==> config.mk <==
export PLATFORM = sky130hd
export DESIGN_NAME = pipeline_fault_monitor
export DESIGN_NICKNAME = d
export VERILOG_FILES = /design/src/rtl/fm_pkg.sv /design/src/rtl/fm_sat_counter.sv /design/src/rtl/pipeline_fault_monitor.sv
export SDC_FILE = /design/constraint.sdc
export NUM_CORES = 1
export LEC_CHECK = 0
export ABC_AREA = 1
export CAP_MARGIN = 20
export CORE_MARGIN = 2
export CORE_UTILIZATION = 40
export CTS_BUF_LIST = sky130_fd_sc_hd__clkbuf_16
export CTS_CLUSTER_SIZE = 25
export DETAILED_ROUTE_END_ITERATION = 10
export MAX_ROUTING_LAYER = met4
export SYNTH_ARGS = -nofsm -noshare
export SYNTH_HDL_FRONTEND = slang
export SYNTH_SLANG_ARGS = --single-unit
==> constraint.sdc <==
create_clock -name clk -period 1.65 [get_ports clk]
set_input_delay 0.33 -clock clk [delete_from_list [all_inputs] [get_ports clk]]
set_output_delay 0.33 -clock clk [all_outputs]
set_load 0.02 [all_outputs]
==> src/rtl/fm_pkg.sv <==
// Shared types for the pipeline fault monitor: escalation state encoding.
package fm_pkg;

    localparam int FM_ST_W = 2;

    typedef enum logic [FM_ST_W-1:0] {
        FM_OK       = 2'd0,
        FM_DEGRADED = 2'd1,
        FM_FAULT    = 2'd2
    } fm_state_t;

endpackage

==> src/rtl/fm_sat_counter.sv <==
// Saturating up/down event counter; clear has priority but keeps a same-cycle increment.
module fm_sat_counter #(
    parameter int CNT_W = 8
) (
    input  logic             clk,
    input  logic             rst,
    input  logic             inc_i,
    input  logic             dec_i,
    input  logic             clr_i,
    output logic [CNT_W-1:0] cnt_o,
    output logic [CNT_W-1:0] nxt_o
);

    localparam logic [CNT_W-1:0] CNT_MAX = '1;
    localparam logic [CNT_W-1:0] CNT_ONE = CNT_W'(1);

    logic [CNT_W-1:0] cnt_q;
    logic [CNT_W-1:0] cnt_d;
    logic             sat;

    assign sat = (cnt_q == CNT_MAX);

    always_comb begin
        cnt_d = cnt_q;
        if (clr_i) begin
            cnt_d = inc_i ? CNT_ONE : '0;
        end else if (inc_i) begin
            if (!sat) cnt_d = cnt_q + CNT_ONE;
        end else if (dec_i && (cnt_q != '0)) begin
            cnt_d = cnt_q - CNT_ONE;
        end
    end

    always_ff @(posedge clk) begin
        if (rst) cnt_q <= '0;
        else     cnt_q <= cnt_d;
    end

    assign cnt_o = cnt_q;
    assign nxt_o = cnt_d;

endmodule

==> src/rtl/pipeline_fault_monitor.sv <==
// Error aggregator: sticky flags, saturating counters, OK/DEGRADED/FAULT escalation.
// Optional decay of non-fatal counters is built when FAULT_DECAY_EN is defined.
module pipeline_fault_monitor
    import fm_pkg::*;
#(
    parameter int                NUM_CH       = 6,
    parameter int                CNT_W        = 8,
    parameter logic [NUM_CH-1:0] FATAL_MASK   = NUM_CH'(6'b101010),
    parameter int                DEG_THRESH   = 4,
    parameter int                FLT_THRESH   = 16,
    parameter int                DECAY_PERIOD = 1024
) (
    input  logic                                      clk,
    input  logic                                      rst,
    input  logic [NUM_CH-1:0]                         err_in,
    input  logic                                      clr_req,
    output logic                                      clr_ack,
    input  logic [((NUM_CH > 1) ? $clog2(NUM_CH) : 1)-1:0] rd_ch,
    output logic [CNT_W-1:0]                          rd_count,
    output logic [NUM_CH-1:0]                         sticky,
    output logic [FM_ST_W-1:0]                        state,
    output logic                                      stall_req,
    output logic                                      irq
);

    localparam int               RD_W  = (NUM_CH > 1) ? $clog2(NUM_CH) : 1;
    localparam logic [CNT_W-1:0] DEG_T = CNT_W'(DEG_THRESH);
    localparam logic [CNT_W-1:0] FLT_T = CNT_W'(FLT_THRESH);

    if (NUM_CH < 1 || DEG_THRESH >= FLT_THRESH || FLT_THRESH > (2**CNT_W) - 1
        || DECAY_PERIOD < 1) begin : g_bad_param
        $error("pipeline_fault_monitor: illegal parameter combination");
    end

    logic [NUM_CH-1:0][CNT_W-1:0] cnt;
    logic [NUM_CH-1:0][CNT_W-1:0] nxt;
    logic [NUM_CH-1:0]            dec;
    logic [NUM_CH-1:0]            sticky_q, sticky_d;
    logic                         clr_ack_q;
    logic                         clr_go;
    logic                         tick;
    logic                         fatal_evt, nf_deg, nf_flt;
    logic                         irq_q, irq_d;
    logic [CNT_W-1:0]             rd_q, rd_d;
    fm_state_t                    state_q, state_d, base_st;

    // A request is only taken while no ack is showing, so one clear per two cycles.
    assign clr_go = clr_req & ~clr_ack_q;

    for (genvar gi = 0; gi < NUM_CH; gi++) begin : g_ch
        assign dec[gi] = tick & ~FATAL_MASK[gi] & ~err_in[gi];

        fm_sat_counter #(.CNT_W(CNT_W)) u_cnt (
            .clk   (clk),
            .rst   (rst),
            .inc_i (err_in[gi]),
            .dec_i (dec[gi]),
            .clr_i (clr_go),
            .cnt_o (cnt[gi]),
            .nxt_o (nxt[gi])
        );
    end

`ifdef FAULT_DECAY_EN
    localparam int            DW         = (DECAY_PERIOD > 1) ? $clog2(DECAY_PERIOD) : 1;
    localparam logic [DW-1:0] DECAY_LOAD = DW'(DECAY_PERIOD - 1);

    logic [DW-1:0] decay_q, decay_d;

    assign tick = (decay_q == '0);

    always_comb begin
        decay_d = tick ? DECAY_LOAD : decay_q - DW'(1);
        if (clr_go) decay_d = DECAY_LOAD;
    end

    always_ff @(posedge clk) begin
        if (rst) decay_q <= DECAY_LOAD;
        else     decay_q <= decay_d;
    end
`else
    assign tick = 1'b0;
`endif

    assign fatal_evt = |(err_in & FATAL_MASK);

    // Thresholds look at the post-update counts so escalation lands one cycle after the event.
    always_comb begin
        nf_deg = 1'b0;
        nf_flt = 1'b0;
        for (int i = 0; i < NUM_CH; i++) begin
            if (!FATAL_MASK[i]) begin
                if (nxt[i] >= DEG_T) nf_deg = 1'b1;
                if (nxt[i] >= FLT_T) nf_flt = 1'b1;
            end
        end
    end

    always_comb begin
        base_st = clr_go ? FM_OK : state_q;
        state_d = base_st;
        if (fatal_evt || nf_flt) begin
            state_d = FM_FAULT;
        end else if (base_st == FM_OK && nf_deg) begin
            state_d = FM_DEGRADED;
        end else if (base_st == FM_DEGRADED && tick && !nf_deg) begin
            state_d = FM_OK;
        end
        irq_d = ((state_d == FM_FAULT) && (base_st != FM_FAULT)) ||
                ((state_d == FM_DEGRADED) && (base_st == FM_OK));
    end

    assign sticky_d = (clr_go ? '0 : sticky_q) | err_in;

    always_comb begin
        rd_d = '0;
        for (int i = 0; i < NUM_CH; i++) begin
            if (rd_ch == RD_W'(i)) rd_d = cnt[i];
        end
    end

    always_ff @(posedge clk) begin
        if (rst) begin
            state_q   <= FM_OK;
            sticky_q  <= '0;
            clr_ack_q <= 1'b0;
            irq_q     <= 1'b0;
            rd_q      <= '0;
        end else begin
            state_q   <= state_d;
            sticky_q  <= sticky_d;
            clr_ack_q <= clr_go;
            irq_q     <= irq_d;
            rd_q      <= rd_d;
        end
    end

    assign clr_ack   = clr_ack_q;
    assign irq       = irq_q;
    assign rd_count  = rd_q;
    assign sticky    = sticky_q;
    assign state     = state_q;
    assign stall_req = (state_q == FM_FAULT);

endmodule

; Word-level counts from Yosys, hierarchy flattened
; Cells that the tools add are included.
; Widths: inputs -> output; s select.
[word_totals]
word_cells = 98
input_bits = 12
reg_bits = 66
output_inout_bits = 19
[op_classes]
order_cmp = 6
n_mux = 40
add_sub_neg = 6
eq_ne = 18
reduce_logical = 14
bitwise = 3
[op_table]
columns = op, n
row1 = $mux 8, 24
row2 = $add 8x1->8 const B, 6
row3 = $eq 8x8->1 const B, 6
row4 = $ge 8x3->1 const B, 3
row5 = $ge 8x5->1 const B, 3
row6 = $mux 1, 12
row7 = $ne 2x2->1 const B, 4
row8 = $eq 3x2->1 const B, 2
row9 = $eq 3x3->1 const B, 2
row10 = $mux 2, 3
row11 = $mux 6, 1
row12 = $or 6x6->6, 1
row13 = $reduce_and 2->1, 3
row14 = $reduce_bool 2->1, 3
row15 = $eq 2x2->1 const B, 2
row16 = $eq 3x1->1 const B, 1
row17 = $logic_and 1x1->1, 3
row18 = $logic_not 3->1, 1
row19 = $reduce_or 3->1, 1
row20 = $eq 2x1->1 const B, 1
row21 = $logic_not 2->1, 1
row22 = $logic_or 1x1->1, 2
row23 = $and 1x1->1, 1
row24 = $not 1->1, 1

; Longest topological paths before layout
[logic_depth]
ltp_word = 14
ltp_mapped = 14
ltp_nobuf = 14

; Cells and area by module
; Synthesis repeated with hierarchy kept, for this count alone.
[hier_totals]
cells_unflattened = 1026
area_unflattened_um2 = 6354.8
[modules_own_cells]
columns = mod, area_per_inst_um2, cells_per_inst, instances, seq_area_each_um2
row1 = fm_sat_counter (g_ch[0].u_cnt ...), 862.1, 143, 5, 160.2
row2 = pipeline_fault_monitor, 1104.8, 168, 1, 360.3
row3 = fm_sat_counter (g_ch[3].u_cnt), 939.7, 143, 1, 160.2

; Worst setup path before layout
; No wires, ideal clock.
[synth_path]
kind = register to register
from = register g_ch[0].u_cnt.cnt_q[0]
to = register irq_q (netlist: irq)
arrival_time_ns = 1.499
path_slack_ns = 0.033
required_time_ns = 1.532
synth_period_minus_slack_ns = 1.617
path_buffers = 0
setup_time_ns = 0.118
stages_incl_launch_ff = 15
path_cell_list = dfxtp_1 -> ha_1 -> inv_1 -> nor2_4 -> nand2_2 -> nand3_1 -> nand2_1 -> nand3_1 -> nand2_1 -> inv_1 -> nand3_1 -> nor2_1 -> nand2_1 -> nand2_1 -> a21oi_1
[synth_between]
elab_chain_len = 14
word_cells_on_any_way = 22
classes_between = add/sub (1) / order compare (2) / eq/ne (3) / mux (11) / reduce/logical (5)
[synth_lines]
columns = item, line_no
row1 = "start, declared", fm_sat_counter.sv:17  ; logic [CNT_W-1:0] cnt_q;
row2 = "start signal, assigned", fm_sat_counter.sv:36  ; else cnt_q <= cnt_d;
row3 = $add 8x1->8 / $eq 8x8->1 (equally long branches), "fm_sat_counter.sv:28, fm_sat_counter.sv:21"
row4 = $mux 8, fm_sat_counter.sv:28  ; if (!sat) cnt_d = cnt_q + CNT_ONE;
row5 = $mux 8 (*), fm_sat_counter.sv:27  ; end else if (inc_i) begin
row6 = $mux 8 (*), fm_sat_counter.sv:25  ; if (clr_i) begin
row7 = $ge 8x3->1, pipeline_fault_monitor.sv:93  ; if (nxt[i] >= DEG_T) nf_deg = 1'b1;
row8 = $mux 1 (3 in a row), pipeline_fault_monitor.sv:93
row9 = $logic_and 1x1->1, pipeline_fault_monitor.sv:104  ; end else if (base_st == FM_OK && nf_deg) begin
row10 = $mux 2, pipeline_fault_monitor.sv:104
row11 = $mux 2 (*), pipeline_fault_monitor.sv:102  ; if (fatal_evt || nf_flt) begin
row12 = $eq 2x2->1 / $eq 2x1->1 (equally long branches), "pipeline_fault_monitor.sv:109, pipeline_fault_monitor.sv:110"
row13 = $logic_and 1x1->1 (on tied branches), "pipeline_fault_monitor.sv:109, pipeline_fault_monitor.sv:110"
row14 = $logic_or 1x1->1 (*), pipeline_fault_monitor.sv:109  ; irq_d = ((state_d == FM_FAULT) && (base_st != FM_FAULT)) ||
row15 = "end signal, assigned", pipeline_fault_monitor.sv:133  ; irq_q <= irq_d;
row16 = "end, declared", pipeline_fault_monitor.sv:43  ; logic irq_q, irq_d;
; Every way passes the cells marked *; elsewhere a longest branch is shown, timed or not.
; A chain may end at the register's enable or synchronous reset.

; Worst setup path after layout
[layout_path]
from = register g_ch[2].u_cnt.cnt_q[0]
to = register irq_q (netlist: irq)
[layout_between]
elab_chain_len = 13
word_cells_on_any_way = 20
classes_between = add/sub (1) / order compare (2) / eq/ne (3) / mux (9) / reduce/logical (5)
[layout_lines]
columns = item, line_no
row1 = "start, declared", fm_sat_counter.sv:17
row2 = "start signal, assigned", fm_sat_counter.sv:36
row3 = $add 8x1->8 / $eq 8x8->1 (equally long branches), "fm_sat_counter.sv:28, fm_sat_counter.sv:21"
row4 = $mux 8, fm_sat_counter.sv:28
row5 = $mux 8 (*), fm_sat_counter.sv:27
row6 = $mux 8 (*), fm_sat_counter.sv:25
row7 = $ge 8x3->1, pipeline_fault_monitor.sv:93
row8 = $mux 1 (2 in a row), pipeline_fault_monitor.sv:93
row9 = $logic_and 1x1->1, pipeline_fault_monitor.sv:104
row10 = $mux 2, pipeline_fault_monitor.sv:104
row11 = $mux 2 (*), pipeline_fault_monitor.sv:102
row12 = $eq 2x2->1 / $eq 2x1->1 (equally long branches), "pipeline_fault_monitor.sv:109, pipeline_fault_monitor.sv:110"
row13 = $logic_and 1x1->1 (on tied branches), "pipeline_fault_monitor.sv:109, pipeline_fault_monitor.sv:110"
row14 = $logic_or 1x1->1 (*), pipeline_fault_monitor.sv:109
; Marked as above.

==> metrics.txt <==
CP endpoint kind=flip-flop; GR met3 Demand/Resource=about 3.5%; clock root buffer=clkbuf_16; DR vias=between 3k and 4k; synth warn=0; Register Area=about 1300 sq um; final setup vio count=3; Mapped Cells=520; clock-pin slew on the worst setup and hold paths=roughly 60 ps; hold crit path type=in2reg; vias in the first global route=between 3k and 4k; Core Util, Final=approximately three fifths; die area=around 9600 sq um; share of cells above drive strength 1=a little under a third; DRT Pass-1 Iters=5; H-tree depth=3; DRT Wirelength=10.6 mm; area of the multi-input gates=between 2000 and 2500 sq um; Max Clk Rate=570 MHz; Yosys reg bits=66; Tcrit/Tclk final=106%; Initial Utilization=roughly 41%; CTS max path bufs=2; n_diodes=0; CTS tree=done; DR DRC count=0; most common cell after layout, fill and taps aside=buf_4; register area share after synthesis=37.3%; Setup CP Type=reg2reg; CP Launch Type=flip-flop; PD cells=822 nW/um^2; CTS sink cnt=66; HPWL after detailed placement=between 7 and 8 mm; Die Wd=approximately 100 um; gpl congestion=slightly below 0.9; # port buffers=30; met2 GRT Util=between 30% and 40%; commonest non-fill, non-tap cells in the layout=buf_4 (92), nand2_1 (86), inv_1 (72); critical path peak fanout=3; met1 Resource Use GR=29.8%; Netlist Area Pre-Place=around 3500 sq um; failing checks=setup timing; Layout Nets=663; num ports=31; Worst-Margin Slew=roughly 320 ps; unrepaired setup endpoints after global routing=yes; Initial DRC Count=182; count of flip-flops with a built-in enable after synthesis=0; VDD IR max=approximately 0.0006 V; CP arrival=a little under 2000 ps; Total Power=0.00429 W; largest net degree at the start of global routing=15; Top Usage Layer GRT=met2; Max-Slew Margin vs Limit=78.6%; part of the power in registers=between 30% and 40%; Internal Power=about 0.0032 W; Comb pwr share=between 10% and 20%; Cell variety after synth=34; TritonCTS Buffers=9; clock latency on the worst-skew pair=around 340 ps; Fin Clk Skew=7.94 ps; status=finished, violations left; Clk pwr share=49.1%; average size of a mapped cell=about 7 sq um; core area=~8600 sq um; grt total ovfl=0; Reg2Reg Setup Slack=-100 ps; GRT Resource Usage Total=a little under a quarter; CTS Hold Bufs=0; net count after synthesis=between 500 and 600; Leak Pwr=2.26 nW; Final Hold Viols=0; area grow syn2layout=47.3%; final worst slack=-104 ps; Hold WS=between 400 and 500 ps; Max Slew Vio Count=0; Sw Ratio=around 25%; pre-CTS setup slack=-478 ps; Routed WL per cell=approximately 14 um; Die Ht=slightly below 100 um; initial antenna violation count=0; P_sw=about 0.0011 W; Tmin final=1750 ps; vias per cell=approximately 5.0; global-route wire length before repair=around 17 mm; FILL cells=between 800 and 900; Top FF cell, synth=dfxtp_1; ys async rst share=0%; CP required=~1900 ps; Rows=34; max_cap viols=0; post-route antenna net violation count=0
## per-layer routing
| layer | share of wire (%) | vias up | wire length (um) |
|---|---|---|---|
| met5 | 0 | - | 0 |
| met4 | 1.7 | 0 | 184 |
| met3 | 4.3 | 15 | 461 |
| met2 | 47 | 85 | 5020 |
| met1 | 47 | 1746 | 4950 |
| li1 | - | 1968 | - |
## cells in the mapped netlist, types with 3 or more instances
master	instances	share of area, %
nor2_2	6	1.1
nor2_4	9	2.9
xnor2_1	3	0.74
a21oi_1	52	7.4
nand3_2	4	1.1
ha_1	6	2.1
nor2_1	44	4.7
o22ai_1	5	0.88
nor3_1	11	1.6
nand4_1	13	2.3
nand2_2	9	1.6
nand2_1	95	10
o21ai_0	42	5.9
buf_2	4	0.57
inv_1	77	8.2
clkbuf_1	5	0.53
nand3_1	48	6.8
dfxtp_1	66	37
a211oi_1	4	0.85
## final timing paths
check | startpoint | end | cells after the start
max | g_ch[2].u_cnt.cnt_o[0]$_SDFF_PP0_ | irq$_SDFF_PP0_ | 12
min | err_in[4] | sticky[4]$_SDFF_PP0_ | 4
max reg2reg | g_ch[2].u_cnt.cnt_o[0]$_SDFF_PP0_ | irq$_SDFF_PP0_ | 12
min reg2reg | sticky[4]$_SDFF_PP0_ | sticky[4]$_SDFF_PP0_ | 2
## what timing repair did
item	4_1_cts	5_1_grt
gates resized for setup	39	44
pin swaps	16	15
buffers inserted	3	4
endpoints found under the hold margin	0	0
cloned	0	0
endpoints found under the setup margin	14	23
## through the flow
step | TNS, ps | cells | area, sq um
6_report | -230 | 758 | 5220
5_1_grt | -588 | 758 | 5220
2_1_floorplan | 0 | 520 | 3540
4_1_cts | -19.0 | 754 | 5040
3_3_place_gp | -5410 | 735 | 4580
3_5_place_dp | -6360 | 735 | 4580
## worst max-delay path, cell delays in order (launching register included)
cell and delay [ps]:
dfxtp_4 360, ha_4 160, nand3_1 90, nor2_2 190, nand4_1 150, nand3_2 120, nand2_2 70, nor2_4 130
nand2_2 80, nor2_4 120, nand2_2 50, nand2_2 80, a21oi_2 60
## cells by family (layout without fill, tap and decap cells)
group / count (synthesis) / in the layout / share of synthesized area (%)
XOR/XNOR: 3 / 3 / 0.742
buffers and inverters: 90 / 220 / 9.97
adder cells (fa/ha/maj): 6 / 6 / 2.12
AO/OA/AOI/OAI: 110 / 110 / 16.4
AND/OR/NAND/NOR: 245 / 245 / 33.4
flip-flops: 66 / 66 / 37.3
## final cells by class
class	instances	area share, %
timing repair buffer	125	19.8
tap	108	2.59
clock inverter	7	1.94
multi-input combinational	364	40.0
sequential	66	25.7
clock buffer	9	4.32
inverter	79	5.69
## flip-flops by register name (all words and copies together), names as in the netlist
register          count
irq                   1
sticky                6
clr_ack               1
g_ch.u_cnt.cnt_o     48
state                 2
rd_count              8
## power groups by stage
stage	Sequential [W]	Clock, W	Combinational [W]
after floorplan	0.00173	0	0.000196
after global placement	0.00170	0	0.000462
after detailed placement	0.00170	0	0.000469
after CTS	0.00168	0.00213	0.000486
after global routing	0.00168	0.00219	0.000555
final	0.00167	0.00211	0.000508
No activity file was read; power rests on OpenSTA's default activity.
